**src/rtl/mips_inst_encoder.sv**
```systemverilog
// -----------------------------------------------------------------------------
// mips_inst_encoder
//
// Builds 32-bit MIPS instruction words from compact requests (mnemonic ID plus
// register/shamt/immediate/target fields) and writes them one after another
// into instruction memory, starting at BASE_ADDR after each start pulse.
// Used by the program loader and the self-test sequencer to assemble programs
// directly into IMEM.
//
// Parameters
//   ADDR_W     IMEM word-address width
//   BASE_ADDR  first word address written after start
//   DEPTH      words writable before the encoder reports full
//
// Ports
//   clk, rst_n         clock (rising edge), asynchronous active-low reset
//   start              restart at BASE_ADDR, clear count and error, drop pending word
//   in_valid/in_ready  request handshake
//   in_mnem            mnemonic ID (0..41 legal, >= 42 illegal)
//   in_rs/in_rt/in_rd/in_shamt, in_imm, in_target   instruction fields
//   imem_we/imem_ready write handshake to IMEM (imem_we = output register valid)
//   imem_addr          word address of the presented word
//   imem_wdata         presented instruction word
//   word_count         words written since start
//   done               all DEPTH words written
//   err_illegal        sticky illegal-mnemonic flag
//
// Build option
//   ENC_DELAY_SLOT_NOP_EN  when defined, a NOP word follows every jump/branch.
// -----------------------------------------------------------------------------
module mips_inst_encoder #(
  parameter int ADDR_W    = 10,
  parameter int BASE_ADDR = 0,
  parameter int DEPTH     = 1024
) (
  input  logic              clk,
  input  logic              rst_n,
  input  logic              start,
  input  logic              in_valid,
  output logic              in_ready,
  input  logic [5:0]        in_mnem,
  input  logic [4:0]        in_rs,
  input  logic [4:0]        in_rt,
  input  logic [4:0]        in_rd,
  input  logic [4:0]        in_shamt,
  input  logic [15:0]       in_imm,
  input  logic [25:0]       in_target,
  output logic              imem_we,
  input  logic              imem_ready,
  output logic [ADDR_W-1:0] imem_addr,
  output logic [31:0]       imem_wdata,
  output logic [ADDR_W:0]   word_count,
  output logic              done,
  output logic              err_illegal
);

  localparam int                DATA_W = 32;
  localparam logic [ADDR_W-1:0] BASE_A = ADDR_W'(BASE_ADDR);
  localparam logic [ADDR_W-1:0] LAST_A = ADDR_W'(BASE_ADDR + DEPTH - 1);

  typedef enum logic [1:0] {
    IDLE = 2'd0,
    RUN  = 2'd1,
    FULL = 2'd2
  } state_t;

  state_t              state_q, state_d;
  logic                vld_p1;
  logic [DATA_W-1:0]   wdata_p1;
  logic [ADDR_W-1:0]   addr_q;
  logic [ADDR_W:0]     count_q;
  logic                err_q;
  logic                acc;
  logic                wr_done;
  logic                legal_p0;
  logic [DATA_W-1:0]   enc_p0;
  logic                gate_ok;

  // R-type function codes
  function automatic logic [5:0] r_funct(input logic [5:0] mnem);
    logic [5:0] f;
    f = 6'd0;
    case (mnem)
      6'd0:    f = 6'd0;
      6'd1:    f = 6'd2;
      6'd2:    f = 6'd3;
      6'd3:    f = 6'd4;
      6'd4:    f = 6'd6;
      6'd5:    f = 6'd7;
      6'd6:    f = 6'd8;
      6'd7:    f = 6'd12;
      6'd8:    f = 6'd32;
      6'd9:    f = 6'd33;
      6'd10:   f = 6'd34;
      6'd11:   f = 6'd35;
      6'd12:   f = 6'd36;
      6'd13:   f = 6'd37;
      6'd14:   f = 6'd38;
      6'd15:   f = 6'd39;
      6'd16:   f = 6'd42;
      6'd17:   f = 6'd43;
      default: f = 6'd0;
    endcase
    return f;
  endfunction

  // Primary opcodes for everything that is not R-type
  function automatic logic [5:0] i_opcode(input logic [5:0] mnem);
    logic [5:0] op;
    op = 6'd0;
    case (mnem)
      6'd18:        op = 6'd2;
      6'd19:        op = 6'd3;
      6'd20:        op = 6'd4;
      6'd21:        op = 6'd5;
      6'd22:        op = 6'd6;
      6'd23:        op = 6'd7;
      6'd24:        op = 6'd8;
      6'd25:        op = 6'd9;
      6'd26:        op = 6'd10;
      6'd27:        op = 6'd11;
      6'd28:        op = 6'd12;
      6'd29:        op = 6'd13;
      6'd30:        op = 6'd14;
      6'd31:        op = 6'd15;
      6'd32:        op = 6'd32;
      6'd33:        op = 6'd33;
      6'd34:        op = 6'd35;
      6'd35:        op = 6'd36;
      6'd36:        op = 6'd37;
      6'd37:        op = 6'd40;
      6'd38:        op = 6'd41;
      6'd39:        op = 6'd43;
      6'd40, 6'd41: op = 6'd1;
      default:      op = 6'd0;
    endcase
    return op;
  endfunction

  // Full instruction assembly; fields an instruction does not use are zeroed
  function automatic logic [31:0] encode_word(
    input logic [5:0]  mnem,
    input logic [4:0]  rs,
    input logic [4:0]  rt,
    input logic [4:0]  rd,
    input logic [4:0]  shamt,
    input logic [15:0] imm,
    input logic [25:0] target
  );
    logic [31:0] w;
    logic [5:0]  op;
    logic [5:0]  fn;
    op = i_opcode(mnem);
    fn = r_funct(mnem);
    w  = '0;
    case (mnem)
      6'd0, 6'd1, 6'd2:                     w = {6'd0, 5'd0, rt, rd, shamt, fn};
      6'd3, 6'd4, 6'd5:                     w = {6'd0, rs, rt, rd, 5'd0, fn};
      6'd6:                                 w = {6'd0, rs, 15'd0, fn};
      6'd7:                                 w = {26'd0, fn};
      6'd8, 6'd9, 6'd10, 6'd11, 6'd12,
      6'd13, 6'd14, 6'd15, 6'd16, 6'd17:    w = {6'd0, rs, rt, rd, 5'd0, fn};
      6'd18, 6'd19:                         w = {op, target};
      6'd22, 6'd23:                         w = {op, rs, 5'd0, imm};
      6'd31:                                w = {op, 5'd0, rt, imm};
      6'd20, 6'd21, 6'd24, 6'd25, 6'd26,
      6'd27, 6'd28, 6'd29, 6'd30, 6'd32,
      6'd33, 6'd34, 6'd35, 6'd36, 6'd37,
      6'd38, 6'd39:                         w = {op, rs, rt, imm};
      6'd40:                                w = {op, rs, 5'd0, imm};
      6'd41:                                w = {op, rs, 5'd1, imm};
      default:                              w = '0;
    endcase
    return w;
  endfunction

`ifdef ENC_DELAY_SLOT_NOP_EN
  function automatic logic has_delay_slot(input logic [5:0] mnem);
    logic b;
    b = 1'b0;
    case (mnem)
      6'd6, 6'd18, 6'd19, 6'd20, 6'd21, 6'd22, 6'd23, 6'd40, 6'd41: b = 1'b1;
      default: b = 1'b0;
    endcase
    return b;
  endfunction

  logic nop_pend_q;   // output register holds a jump/branch whose NOP is still owed
  logic nop_out_q;    // output register holds the inserted NOP
  logic branch_p0;
  assign branch_p0 = has_delay_slot(in_mnem);
  assign gate_ok   = !nop_pend_q && !nop_out_q;
`else
  assign gate_ok   = 1'b1;
`endif

  // ---- Stage p0: request decode (combinational) ----
  assign legal_p0 = (in_mnem < 6'd42);
  assign enc_p0   = encode_word(in_mnem, in_rs, in_rt, in_rd, in_shamt, in_imm, in_target);
  assign wr_done  = vld_p1 && imem_ready;
  assign acc      = in_valid && in_ready;

  // FSM state register
  always_ff @(posedge clk or negedge rst_n) begin
    if (!rst_n) state_q <= IDLE;
    else        state_q <= state_d;
  end

  // FSM next state and handshake outputs
  always_comb begin
    state_d  = state_q;
    in_ready = 1'b0;
    done     = 1'b0;
    case (state_q)
      IDLE: begin
        if (start) state_d = RUN;
      end
      RUN: begin
        // A word already queued for the last address blocks further intake,
        // so nothing can be accepted that would have no slot to land in.
        in_ready = !start && gate_ok &&
                   (!vld_p1 || (imem_ready && (addr_q != LAST_A)));
        if (start)                                state_d = RUN;
        else if (wr_done && (addr_q == LAST_A))   state_d = FULL;
      end
      FULL: begin
        done = 1'b1;
        if (start) state_d = RUN;
      end
      default: state_d = IDLE;
    endcase
  end

  // ---- Stage p1: output register and write bookkeeping ----
  always_ff @(posedge clk or negedge rst_n) begin
    if (!rst_n) begin
      vld_p1     <= 1'b0;
      wdata_p1   <= '0;
      addr_q     <= BASE_A;
      count_q    <= '0;
      err_q      <= 1'b0;
`ifdef ENC_DELAY_SLOT_NOP_EN
      nop_pend_q <= 1'b0;
      nop_out_q  <= 1'b0;
`endif
    end else if (start) begin
      vld_p1     <= 1'b0;
      addr_q     <= BASE_A;
      count_q    <= '0;
      err_q      <= 1'b0;
`ifdef ENC_DELAY_SLOT_NOP_EN
      nop_pend_q <= 1'b0;
      nop_out_q  <= 1'b0;
`endif
    end else begin
      if (wr_done) begin
        addr_q  <= addr_q + 1'b1;
        count_q <= count_q + 1'b1;
      end
      if (acc) begin
        if (legal_p0) begin
          vld_p1     <= 1'b1;
          wdata_p1   <= enc_p0;
`ifdef ENC_DELAY_SLOT_NOP_EN
          nop_pend_q <= branch_p0;
          nop_out_q  <= 1'b0;
`endif
        end else begin
          vld_p1 <= 1'b0;
          err_q  <= 1'b1;
        end
      end else if (wr_done) begin
`ifdef ENC_DELAY_SLOT_NOP_EN
        // A branch that lands on the last address loses its NOP.
        if (nop_pend_q && (addr_q != LAST_A)) begin
          vld_p1     <= 1'b1;
          wdata_p1   <= '0;
          nop_pend_q <= 1'b0;
          nop_out_q  <= 1'b1;
        end else begin
          vld_p1     <= 1'b0;
          nop_pend_q <= 1'b0;
          nop_out_q  <= 1'b0;
        end
`else
        vld_p1 <= 1'b0;
`endif
      end
    end
  end

  assign imem_we     = vld_p1;
  assign imem_wdata  = wdata_p1;
  assign imem_addr   = addr_q;
  assign word_count  = count_q;
  assign err_illegal = err_q;

endmodule

```
**config.mk**
```make
export PLATFORM = sky130hd
export DESIGN_NAME = mips_inst_encoder
export DESIGN_NICKNAME = d
export VERILOG_FILES = /design/src/rtl/mips_inst_encoder.sv
export SDC_FILE = /design/constraint.sdc
export NUM_CORES = 1
export LEC_CHECK = 0
export ABC_CLOCK_PERIOD_IN_PS = 1800
export CELL_PAD_IN_SITES_DETAIL_PLACEMENT = 0
export CELL_PAD_IN_SITES_GLOBAL_PLACEMENT = 1
export CORE_UTILIZATION = 29
export CTS_CLUSTER_SIZE = 40
export DETAILED_ROUTE_END_ITERATION = 16
export GPL_ROUTABILITY_DRIVEN = 0
export HOLD_SLACK_MARGIN = 0.08
export MAX_ROUTING_LAYER = met4
export PLACE_DENSITY_LB_ADDON = 0.3
export SETUP_SLACK_MARGIN = 0.4
export SYNTH_ARGS = -nofsm -noshare
export SYNTH_HDL_FRONTEND = slang
export SYNTH_SLANG_ARGS = --single-unit
```
**constraint.sdc**
```tcl
create_clock -name clk -period 1.8 [get_ports clk]
set_clock_uncertainty 0.05 [all_clocks]
set_input_delay 0.18 -clock clk [delete_from_list [all_inputs] [get_ports clk]]
set_output_delay 0.18 -clock clk [all_outputs]
set_load 0.05 [all_outputs]
```
---- Word level (Yosys, flattened, before mapping) ----
Memories as Yosys holds them, arrays and structs flattened.
Index checks and enable logic that the tools add are counted.
storage, ports and cells
  register bits after elaboration ......... 57
  memory bits (read-only) ................. 480
  input bits .............................. 73
  output and inout port bits .............. 57
  word-level logic and storage cells ...... 101
  memories kept ........................... 2
memory list
  memory           words  width  rd ports  clocked after memory_dff  wr ports  line  RTL
  (no name shown)  64     5      1         0                         0         111   case (mnem)
  (no name shown)  32     5      1         0                         0         83    case (mnem)
operators by class
  $add $sub $neg .......................... 2
  order comparisons ....................... 1
  eq/ne operators ......................... 48
  multiplexer cells ....................... 19
  bitwise gates (word level) .............. 1
  reductions and logical operators ........ 22
operators by type and width
  cell                                                  count
  one-hot mux 32 bit (9 select lines)                   1
  equality test 6 x 5 -> 1 bit (second input constant)  16
  equality test 6 bit (second input constant)           10
  equality test 6 x 4 -> 1 bit (second input constant)  8
  equality test 6 x 3 -> 1 bit (second input constant)  4
  2-to-1 mux 11 bit                                     2
  2-to-1 mux 10 bit                                     2
  OR reduction 17 bit                                   1
  OR reduction 13 bit                                   1
  equality test 6 x 2 -> 1 bit (second input constant)  2
  adder 11 x 1 -> 11 bit (second input constant)        1
  adder 10 x 1 -> 10 bit (second input constant)        1
  equality test 10 bit (second input constant)          1
  inequality test 10 bit (second input constant)        1
  2-to-1 mux 1 bit                                      9
  equality test 6 x 1 -> 1 bit (second input constant)  1
  logical NOT 6 bit                                     1
  < comparator 6 bit (second input constant)            1
  2-to-1 mux 2 bit                                      3
  2-to-1 mux 6 bit                                      1
  OR reduction 3 bit                                    2
  logical AND 1 bit                                     5
  one-hot mux 2 bit (2 select lines)                    1
  AND reduction 2 bit                                   2
  13 further kinds                                      16

---- Longest topological paths before layout ----
Gate-level depths: netlist of run 1.
  word-level depth ........................ 8
  depth in mapped cells ................... 10

---- Least setup slack after synthesis of run 1 ----
Ideal clock, no wire load.
  kind .................................... reg-to-reg
  from .................................... register addr_q[3] (netlist: imem_addr[3])
  to ...................................... register err_q (netlist: err_illegal)
  arrival ................................. 2.017 ns
  data required time ...................... 1.618 ns
  path slack .............................. -0.399 ns
  stages on the path, launching flop included .. 7
  clock period less this slack ............ 2.199 ns
  path through ............................ dfrtp_1 -> and4_1 -> and4_1 -> nand4_1 -> and2_1 -> a31oi_1 -> nor2_1
between the ends
  cells in the longest elaborated chain, start to end .. 8
ends and longest elaborated chain
  element                               line  RTL
  start, declared                       70    logic [ADDR_W-1:0] addr_q;
  start signal, assigned                257   addr_q <= addr_q + 1'b1;
  inequality test 10 bit                222   (!vld_p1 || (imem_ready && (addr_q != LAST_A)));
  logical AND 1 bit                     222
  logical OR 1 bit                      222
  logical AND 1 bit                     221   in_ready = !start && gate_ok &&
  2-to-1 mux 1 bit                      214   case (state_q)
  net in_ready                          40    output logic in_ready,
  logical AND 1 bit                     201   assign acc = in_valid && in_ready;
  nonzero test 2 bit (no source line)   -
  AND reduction 2 bit (no source line)  -
  end signal, assigned                  241   err_q <= 1'b0;
  end signal, assigned                  250   err_q <= 1'b0;
  end signal, assigned                  270   err_q <= 1'b1;
  end, declared                         72    logic err_q;
The timed path passes the listed nets, and every way through them passes these cells.
A chain may end at the register's enable or synchronous reset.

---- Worst setup path in the final report of run 1 ----
  from .................................... input port in_mnem[0]
  to ...................................... register wdata_p1[12] (netlist: imem_wdata[12])
between the ends
  cells in the longest elaborated chain, start to end .. 3
ends and longest elaborated chain
  element                                                     line  RTL
  start, declared                                             41    input logic [5:0] in_mnem,
  equality test 6 x 5 -> 1 bit, or another cell as far along  156   case (mnem)
  OR reduction 17 bit, or another cell as far along           156
  one-hot mux 32 bit (9 select lines)                         156
  end signal, assigned                                        263   wdata_p1 <= enc_p0;
  end, declared                                               69    logic [DATA_W-1:0] wdata_p1;
Several ways; a longest one is shown, not always the timed one.

==> results.toml, run 1 <==
[floorplan]
initial_core_util_pct = 30.2
dieArea_um2 = 11900
std_cell_rows = 38
io-pin-count = 130
core_um2 = 11000
fp.dieH_um = 109
fp.dieW_um = 109

[routing]
drt-vias-per-instance = 4.93
post_drt_wl_per_cell_um = 15.4
routed-via-count = 3354
drc = 0
first_iter_violations = 140
dr.pass1.iters = 5
drt_wl_total_um = 10500
antenna_left = 0

[yosys]
synth-seq-area-share_pct = 42.3
synth_seq_cells = 56
muxShareOfSynthArea_pct = 0.604
async_reset_ff_share_pct = 100
synth-compound-area-share_pct = 24.4
synth-edff-count = 0
synth_fa_ha_area_share_pct = 3.02
synth_ff_type = "dfrtp_1"
synth_top_family_by_area = "compound AO/OA/AOI/OAI gates"
netlist_area_um2 = 3310
synthXorXnorAreaFrac_pct = 3.70
synth_area_per_cell_um2 = 9.75
synth_warnings = 0
synthSimpleGateAreaFrac_pct = 19.9
synthCells = 340
synth.distinct_cells = 59
synth_nets = 421

[timing]
setup_ws_ns = -0.204
worst_slew_pin_slew_ns = 0.544
hold_viol_final = 0
finalCritPeriodShare_pct = 111
final_max_slew_viol_count = 0
holdWs_ns = 0.356
setup_viol = 31
slew-limit-headroom_pct = 63.7
finalCriticalPeriod_ns = 2.00
rsz0062_at_grt = "true"
fmax_mhz = 499

[cts]
ctsRootBufferMaster = "clkbuf_16"
h-tree-depth = 2
cts_sinks = 56
clock_latency_ns = 0.29
cts.path.max_buffers = 2
numCtsBuffers = 5
path_clk_slew_ns = 0.07
tritoncts = "yes"

[cells_and_area]
syn_to_final_growth_pct = 70.5
mostFrequentLayoutCell = "buf_4"
final_cell_mix = "85 x buf_4, 67 x clkdlybuf4s50_1, 44 x nand2_1"
n_antenna_cell = 0
layout-drive-gt1-share_pct = 43.3
fin_nets = 621

[setup_path]
worstPathArrival_ns = 2.13
path_class = "primary input to flop"
critPathTopFamily = "simple AND/OR/NAND/NOR gates"
cp_num_buf_inv = 4
cp-end-kind = "flop"
cpPeakStageDelay_ns = 0.55
cp_data_required_time_ns = 1.93
cp_cell_sequence = "buf_6 > buf_6 > ha_4 > or4_4 > a2bb2oi_4 > nand3_4 > buf_12 > buf_16 > a222oi_1 > o21ai_1"
crit_slowest_cell = "or4_4"
crit_top_cell = "buf_6"
crit_path_start_kind = "primary input"
cp_max_fo = 5

[global_route]
grt_pass1_wl_um = 16300
grt_usage_pct = 18.2
grt_pass1_vias = 3332
grt_antenna_before_repair = 0
grt_overflow = 0
grt_max_degree = 29

[power]
p_per_area_nw_per_um2 = 674
leakage_nw = 2.46
peakVddDrop_uv = 468

[min_path]
worstHoldPathType = "primary input to asynchronous set/reset pin"

[place]
hpwl_um = 7980
io_buffers = 128
dpl_worst_slack_ns = -0.839

[outcome]
status = "complete, but fails checks"
violations = "negative setup slack"

[job]
maxCapViolations = 0
[path summary, 6_finish.rpt]
path | cells past startpoint | end | startpoint | slack, ns
worst max-delay path | 10 | imem_wdata[12] | in_mnem[0] | -0.20
worst min-delay path | 2 | imem_addr[3] | rst_n | 0.36
worst max register to register | 8 | imem_wdata[2] | imem_addr[5] | -0.06
worst min register to register | 1 | state_q[0] | state_q[1] | 0.43
max in group asynchronous | 3 | word_count[4] | rst_n | 0.79
min in group clk | 1 | state_q[0] | state_q[1] | 0.43
[cell type report]
type | count | area (um^2)
clock buffers | 7 | 153
inverters | 4 | 15.0
fillers | 1039 | 5330
repair buffers | 215 | 1960
multi-input cells | 258 | 1900
well taps | 140 | 175
flip-flops and latches | 56 | 1420
clock inverters | 1 | 30.0
[synthesized netlist by cell type, types with 6 or more instances]
| cell type | number | area share, % |
|---|---|---|
| o21ai_0 | 15 | 2.3 |
| nor2_1 | 26 | 2.9 |
| nand4_1 | 8 | 1.5 |
| or3_1 | 7 | 1.3 |
| xor2_1 | 11 | 2.9 |
| a21oi_1 | 19 | 2.9 |
| o21ai_2 | 15 | 4.0 |
| a222oi_1 | 12 | 3.6 |
| ha_1 | 8 | 3.0 |
| dfrtp_1 | 56 | 42 |
| a22oi_1 | 11 | 2.5 |
| clkbuf_1 | 7 | 0.79 |
| o21ai_1 | 9 | 1.4 |
| nand3_1 | 6 | 0.91 |
| nand2_1 | 49 | 5.5 |
[sequential cells by signal, summed over array words and instances (netlist names)]
register	flops
imem_wdata	31
state_q	2
err_illegal	1
word_count	11
imem_addr	10
imem_we	1
[cell families (layout without fill, tap and decap cells)]
logic type      after synthesis  after routing
compound gates              107            107
other cells                   1              1
buf+inv                      26            227
mux                           2              2
xor+xnor                     14             14
simple gates                126            126
flops                        56             56
fa+ha+maj                     8              8
[per-stage QoR]
stage               area [um^2]  TNS [ns]  instances  total power (W)  utilization, %
global placement           5160    -22.15        652          0.00260            47.0
global route               5650     -6.47        681          0.00399            51.5
detailed placement         5160    -23.71        652          0.00261            47.0
floorplan                  3420     -5.79        340          0.00206               -
CTS                        5670     -4.55        676          0.00384            51.6
finish                     5650     -4.69        681          0.00381            51.5
[timing repair]
item                                    CTS  global route
gates resized for setup                 123            42
hold endpoints to repair                 20             0
pin swaps                                31            19
buffers inserted                         13             5
endpoints found under the setup margin   76            73
hold buffers                              1             0
cloned                                    2             0
[where the power goes]
part | internal [W] | leakage (nW) | switching (W)
Sequential | 0.00134 | 0.747 | 0.0000529
Combinational | 0.000539 | 1.62 | 0.000706
Clock | 0.000733 | 0.0901 | 0.000434
Total | 0.00261 | 2.46 | 0.00119
[metal layers]
metal  vias up  part of all wire (%)  wire, um  global-route usage [%]
li1       1645                     -         -                       -
met1      1611                    45      4690                    23.6
met2        90                    50      5250                    30.5
met3         8                   4.2       444                    2.09
met4         0                   1.1       119                    3.96
met5         -                     0         0                       -
Note: power is estimated with default switching activity, not from simulation.
==> run 2: changes to the inputs <==
--- a/config.mk
+++ b/config.mk
@@ -8,9 +8,10 @@
 export ABC_CLOCK_PERIOD_IN_PS = 1800
 export CELL_PAD_IN_SITES_DETAIL_PLACEMENT = 0
 export CELL_PAD_IN_SITES_GLOBAL_PLACEMENT = 1
-export CORE_UTILIZATION = 29
+export CORE_UTILIZATION = 42
 export CTS_CLUSTER_SIZE = 40
 export DETAILED_ROUTE_END_ITERATION = 16
+export DONT_BUFFER_PORTS = 1
 export GPL_ROUTABILITY_DRIVEN = 0
 export HOLD_SLACK_MARGIN = 0.08
 export MAX_ROUTING_LAYER = met4
==> results.toml, run 2 (synthesis results as in run 1) <==
[global_route]
grt_overflow = 0
grt_pass1_wl_um = 17000
grt_antenna_before_repair = 0
grt_pass1_vias = 3291
grt_usage_pct = 27.1
grt_max_degree = 57

[timing]
setup_viol = 20
setup_ws_ns = -0.0998
holdWs_ns = -0.511
hold_viol_final = 56
slew-limit-headroom_pct = 36.0
fmax_mhz = 526
final_max_slew_viol_count = 0
tns_ns = -0.627
finalCritPeriodShare_pct = 106
rsz0062_at_grt = "true"
finalCriticalPeriod_ns = 1.90
worst_slew_pin_slew_ns = 0.960

[cells_and_area]
multiInputGateArea_um2 = 2010
layout-drive-gt1-share_pct = 41.0
instances_no_fill = 574
largest_reg_flops = 31
nFillCells = 579
final_cell_mix = "60 x dlygate4sd3_1, 55 x buf_4, 43 x dfrtp_1"
final-seq-area_um2 = 1420
syn_to_final_growth_pct = 57.5
fin_nets = 551
mostFrequentLayoutCell = "dlygate4sd3_1"

[setup_path]
cp_max_fo = 2
rr_startpoint = "imem_addr[6]"
r2r_end = "imem_wdata[13]"
cp-end-kind = "output port"
reg2reg_slack_ns = -0.05
worstPathArrival_ns = 1.67
worstRegToRegCells = 10
crit_path_start_kind = "flop"
path_class = "flop to output port"
cp_data_required_time_ns = 1.57

[floorplan]
io-pin-count = 130
core_um2 = 7690
fp.dieW_um = 90.8
fp.dieH_um = 90.8
std_cell_rows = 32
initial_core_util_pct = 43.1
dieArea_um2 = 8250

[power]
pwr-share-comb_pct = 22.5
leakage_nw = 2.20
p_clk_share_pct = 31.0
p_per_area_nw_per_um2 = 696
seqPwrFrac_pct = 46.5
peakVddDrop_uv = 395
power.switching_w = 0.00117
power.total_w = 0.00363
p_int_w = 0.00247
switching_share_pct = 32.2

[routing]
dr.pass1.iters = 6
routed-via-count = 3331
antenna_left = 0
first_iter_violations = 203
top_layer_used = "met4"
dr_wl_met3_um = 831
wl_met1_um = 4180
drc = 0
drt_wl_total_um = 11200
post_drt_wl_per_cell_um = 19.4
drt-vias-per-instance = 5.80
met2_length_um = 5720

[min_path]
worstHoldPathType = "primary input to asynchronous set/reset pin"

[cts]
h-tree-depth = 2
numCtsBuffers = 5
tritoncts = "yes"
cts.path.max_buffers = 2
clock_latency_ns = 0.32
cts_sinks = 56
path_clk_slew_ns = 0.11
ctsRootBufferMaster = "clkbuf_8"

[place]
hpwl_um = 6550
dp_cells = 476
io_buffers = 0
dpl_worst_slack_ns = -0.407

[job]
maxCapViolations = 0

[outcome]
violations = "negative hold slack, negative setup slack"
status = "complete, but fails checks"
-- run 2: cell count changes in the layout (fill, tap and decap cells not counted), sizes merged --
cell and delta:
dlygate4sd2 -2, dlymetal6s4s +1, dlygate4sd3 +59, buf -31
clkbuf -21, clkdlybuf4s15 -11, diode +1, bufinv +2
clkdlybuf4s50 -67
-- run 2: critical path, cell delays in order, from the launching register on --
cell     delay (ns)
dfrtp_2        0.37
and4_4         0.23
and4_1         0.20
nand4_1        0.11
buf_4          0.15
and2_4         0.14
buf_12         0.14
-- run 2: power by group through the flow --
stage          clock, W  combinational (W)  sequential [W]
2_1_floorplan         0           0.000366         0.00169
3_3_place_gp          0           0.000487         0.00170
5_1_grt         0.00118           0.000873         0.00170
6_report        0.00113           0.000818         0.00169
3_5_place_dp          0           0.000497         0.00171
4_1_cts         0.00114           0.000736         0.00168
-- run 2: layer usage --
metal  global-route usage (%)  up-vias
met5                        -        -
met4                     12.7        0
met3                     5.64       41
met2                     43.2      170
met1                     32.8     1611
li1                         -     1509
-- run 2: final cells by class --
type                            count  area share (%)
Clock inverter                      3            1.73
Timing Repair Buffer              145            28.3
Clock buffer                        5            1.32
Antenna cell                        1          0.0480
Multi-Input combinational cell    258            38.4
Sequential cell                    56            27.2
Inverter                            4           0.575
Tap cell                          102            2.45
-- run 2: repair_timing --
item	CTS	global route
cloned	3	1
endpoints found under the hold margin	106	57
setup buffers	14	10
setup endpoints to repair	41	57
pin swaps	49	18
resized for setup	54	33
hold buffers	60	1
-- run 2: how the worst max path moves through the flow --
| stage | to | start | slack (ns) | cells after the start |
|---|---|---|---|---|
| 4_1_cts | in_ready | imem_addr[6] | -0.10 | 6 |
| 3_3_place_gp | imem_wdata[0] | in_mnem[1] | -0.36 | 8 |
| 6_report | in_ready | imem_addr[6] | -0.1 | 6 |
| 5_1_grt | in_ready | imem_addr[6] | -0.16 | 6 |
| 3_5_place_dp | imem_wdata[0] | in_mnem[1] | -0.41 | 8 |
| 2_1_floorplan | imem_wdata[13] | in_mnem[1] | -0.27 | 9 |
-- run 2: metrics by stage --
step | util [%] | instance area [um^2] | hold slack [ns]
2_1_floorplan | - | 3420 | -0.166
3_3_place_gp | 49.7 | 3820 | -0.164
3_5_place_dp | 49.7 | 3820 | -0.164
4_1_cts | 64.8 | 4980 | -0.511
5_1_grt | 67.9 | 5220 | -0.520
6_report | 67.9 | 5220 | -0.511
